--- config.mk ---
export PLATFORM = sky130hd
export DESIGN_NAME = sha256_msg_schedule
export DESIGN_NICKNAME = d
export VERILOG_FILES = /design/src/rtl/sha256_msg_schedule.sv
export SDC_FILE = /design/constraint.sdc
export NUM_CORES = 2
export LEC_CHECK = 0
export BUFFER_PORTS_ARGS = -buffer_cell sky130_fd_sc_hd__clkbuf_2
export CAP_MARGIN = 20
export CORE_MARGIN = 2
export CORE_UTILIZATION = 25
export CTS_CLUSTER_DIAMETER = 200
export DETAILED_ROUTE_END_ITERATION = 16
export GPL_TIMING_DRIVEN = 0
export MAX_ROUTING_LAYER = met4
export PLACE_DENSITY = 0.45
export SLEW_MARGIN = 20
export SYNTH_ARGS = -nofsm -noshare
export SYNTH_HDL_FRONTEND = slang
export SYNTH_SLANG_ARGS = --single-unit
export TNS_END_PERCENT = 5
--- constraint.sdc ---
create_clock -name clk -period 17 [get_ports clk]
set_clock_uncertainty 0.15 [all_clocks]
set_input_delay 1.7 -clock clk [delete_from_list [all_inputs] [get_ports clk]]
set_output_delay 1.7 -clock clk [all_outputs]
set_load 0.02 [all_outputs]
--- src/rtl/sha256_msg_schedule.sv ---
// rtl/sha256_msg_schedule.sv - SHA-256 message schedule: loads 16 words, emits W[0..63]
// Sliding 16-word window; the oldest entry is always the word presented on w_out.
module sha256_msg_schedule (
  input  logic        clk,
  input  logic        rst,
  input  logic        in_valid,
  input  logic [31:0] in_word,
  output logic        in_ready,
  output logic        out_valid,
  input  logic        out_ready,
  output logic [31:0] w_out,
  output logic [5:0]  round,
  output logic        last,
  output logic        busy
);

  typedef enum logic {LOAD, EMIT} state_t;

  state_t      state, state_nxt;
  logic [31:0] win [16];
  logic [3:0]  count;
  logic [5:0]  rnd;
  logic [31:0] new_word;
  logic        load_acc, emit_acc;

  function automatic logic [31:0] sig0(input logic [31:0] x);
    return {x[6:0], x[31:7]} ^ {x[17:0], x[31:18]} ^ (x >> 3);
  endfunction

  function automatic logic [31:0] sig1(input logic [31:0] x);
    return {x[16:0], x[31:17]} ^ {x[18:0], x[31:19]} ^ (x >> 10);
  endfunction

  assign new_word = sig1(win[14]) + win[9] + sig0(win[1]) + win[0];
  assign load_acc = (state == LOAD) && in_valid;
  assign emit_acc = (state == EMIT) && out_ready;

  always_comb begin
    state_nxt = state;
    case (state)
      LOAD: if (in_valid && count == 4'd15) state_nxt = EMIT;
      EMIT: if (out_ready && rnd == 6'd63) state_nxt = LOAD;
      default: state_nxt = LOAD;
    endcase
  end

  always_ff @(posedge clk or posedge rst) begin
    if (rst) state <= LOAD;
    else     state <= state_nxt;
  end

  always_ff @(posedge clk or posedge rst) begin
    if (rst) begin
      for (int i = 0; i < 16; i++) win[i] <= 32'd0;
    end else if (load_acc || emit_acc) begin
      for (int i = 0; i < 15; i++) win[i] <= win[i+1];
      win[15] <= load_acc ? in_word : new_word;
    end
  end

  // Both counters wrap naturally: count 15->0 on the 16th word, round 63->0 on the last consume.
  always_ff @(posedge clk or posedge rst) begin
    if (rst) begin
      count <= 4'd0;
      rnd   <= 6'd0;
    end else begin
      if (load_acc) count <= count + 4'd1;
      if (emit_acc) rnd   <= rnd + 6'd1;
    end
  end

  assign in_ready  = (state == LOAD);
  assign out_valid = (state == EMIT);
  assign busy      = (state == EMIT);
  assign w_out     = win[0];
  assign round     = rnd;
  assign last      = (state == EMIT) && (rnd == 6'd63);

endmodule

==> results.cfg <==
[logic_synthesis]
synthMostInstantiatedCell = nand2_1
ys_warn_count = 0
ys_seq_area_share_pct = 53.9
synth.top_cells.by_count = nand2_1 (1325), dfrtp_1 (523), clkbuf_1 (162)
synth_top_area_share_pct = 53.9
syn_area_sq_um = 24300
yosysTopAreaCell = dfrtp_1
postSynthCellCount = 2753
synthFlopType = dfrtp_1
ys_types = 56
yosys-top-cells-area = dfrtp_1 (54%), nand2_1 (20%), fa_1 (5.1%)
async_flop_share_pct = 100
synth_edf_count = 0
synth-seq-cells = 523
synth.avg_cell_area_sq_um = 8.82
synth_nets = 2884

[final_layout]
final_layout_size_suffix_gt1_share_pct = 7.51
area_delta_synth_final_pct = 16.6
antenna_cells = 0
nFillCells = 10510
seqCellArea_sq_um = 13100
nets = 3027
multiInputGateArea_sq_um = 9810
fin_util_pct = 29.4

[detailed_routing]
vias = 17954
wl_per_cell_microns = 17.9
wl_met3_microns = 2680
drtIter0Drc = 1291
vias_per_cell = 4.26
dr_wl_met2_microns = 33800
drc_errors = 0
drtPass1Iterations = 5
drt_wl_total_microns = 75400
m1WireLength_microns = 37000
drtAntennaViolNets = 0
top_layer = met4

[cts]
cts_tree = done
cts_buffer_depth = 3
cts_max_level = 2
clk_pin_slew_ns = 0.07
ctsResizeCount = 0
cts_buffers = 57
cts.sinks = 523
cts_root_buf = clkbuf_16
cts_setup_buffers = 0
cts_hold_buf = 0
clk_latency_ns = 0.62

[sta]
min_period_ns = 5.02
slew_violations = 0
fmaxAchievable_mhz = 199
setup-violations-final = 0
rsz0062_at_grt = false
min_period_over_period_pct = 29.5
slew-limit-headroom_pct = 27.5
layout_setup_ws_ns = 11.98
tightest_slew_ns = 1.09
hold_violations = 0

[floorplan]
pin_count = 78
dieArea_sq_um = 99600
fp.dieH_microns = 316
initial_core_util_pct = 25.2
dieWidth_microns = 316
rows = 114
core_sq_um = 96400

[critical_path]
startpoint_type = flip-flop
critPathSlowestCell = fa_1
crit_type = flip-flop to flip-flop
max_stage_delay_ns = 0.56
path_max_fanout = 8
crit_chain = clkbuf_1, xor2_1, xnor2_1, fa_1, fa_1, inv_1, ha_1, clkbuf_1, nand3_1, nor4_1, a311oi_1, nand3_1, a21boi_0, xor2_1, a21oi_1
startpoint = win[57]$_DFFE_PP0P_
required_ns = 17.33
arrival_ns = 5.35
rr_worst_depth = 15
cp-end-kind = flip-flop
rr_startpoint = win[57]$_DFFE_PP0P_

[placement]
port_buffers = 77
dpl.hpwl_microns = 57800
place.gp.congestion = 0.906
preCtsSetupSlack_ns = 12.08

[global_route]
grt_pass1_vias = 18055
grt_max_degree = 98
groute.usage.overall_pct = 15.9
grt_pass1_wl_microns = 115000
antenna_found_initial = 0
overflow = 0

[hold_path]
hp-class = flip-flop to flip-flop
holdPathStages = 2
worstHoldStart = win[295]$_DFFE_PP0P_

[status]
outcome = finished, final reports clean

[run]
drv_cap = 0
[flip-flops by register name, indices dropped and copies added (netlist names)]
signal	count
busy	1
count	4
round	6
w_out	32
win	480
[cells in the final DEF, fill, tap and decap left out, types with 14 or more instances in the layout]
cell type,count
clkbuf_16,58
buf_4,33
ha_1,33
clkbuf_1,181
fa_1,62
xnor2_1,86
dfrtp_1,523
nand2_1,1325
xor2_1,61
clkbuf_2,77
nand3_1,14
nor2_1,39
inv_1,130
clkbuf_8,14
a31oi_1,15
o21ai_0,113
a21oi_1,37
[worst paths after layout]
check                      slack [ns]              endpoint
max                             11.98   win[26]$_DFFE_PP0P_
min                              0.31  win[295]$_DFFE_PP0P_
max reg2reg                     11.98   win[26]$_DFFE_PP0P_
min reg2reg                      0.31  win[295]$_DFFE_PP0P_
max in group asynchronous       14.47  win[140]$_DFFE_PP0P_
min in group asynchronous        0.95  win[319]$_DFFE_PP0P_
[through the flow]
stage	cells	setup TNS, ns	hold WS [ns]	instance area, sq um
after floorplan	2753	0	0.289	24300
after global placement	4106	-3526.10	0.301	26300
after detailed placement	4113	0	0.305	26400
after CTS	4219	0	0.319	28300
after global routing	4219	0	0.332	28300
final	4219	0	0.315	28300
[kinds of logic (layout without fill, tap and decap cells)]
kind of cell,Yosys count,count (layout),synth area share (%)
buffers and inverters,332,522,5.67
flip-flops,523,523,53.9
multiplexers,3,3,0.124
AND/OR/NAND/NOR,1424,1424,22.6
XOR/XNOR,147,147,5.30
adder cells (fa/ha/maj),95,95,6.81
AO/OA/AOI/OAI,229,229,5.61
[cell type report]
| class | instances | area share, % |
|---|---|---|
| Buffer | 201 | 3.12 |
| Clock buffer | 91 | 6.06 |
| Clock inverter | 15 | 0.526 |
| Inverter | 131 | 1.76 |
| Multi-Input combinational cell | 1898 | 34.7 |
| Sequential cell | 523 | 46.2 |
| Tap cell | 1276 | 5.64 |
| Timing Repair Buffer | 84 | 2.00 |
[layer usage]
layer | vias up | global-route usage (%)
met3 | 99 | 1.78
met1 | 8796 | 22.6
met2 | 299 | 24.1
met5 | - | -
li1 | 8760 | -
met4 | 0 | 4.05
[critical path, delay by kind of cell, from the launching register on]
kind	cells	cell delay (ns)
adders and majority gates	3	1.39
buffers and inverters	3	0.65
and+or+nand+nor	3	0.62
xor gates and xnor gates	3	0.87
DFF	1	0.32
AOI/OAI and AO/OA	3	0.89
Power is left out: the tool's default activity adds up to more than one toggle a clock period on the data nets, which glitch-free logic cannot reach.
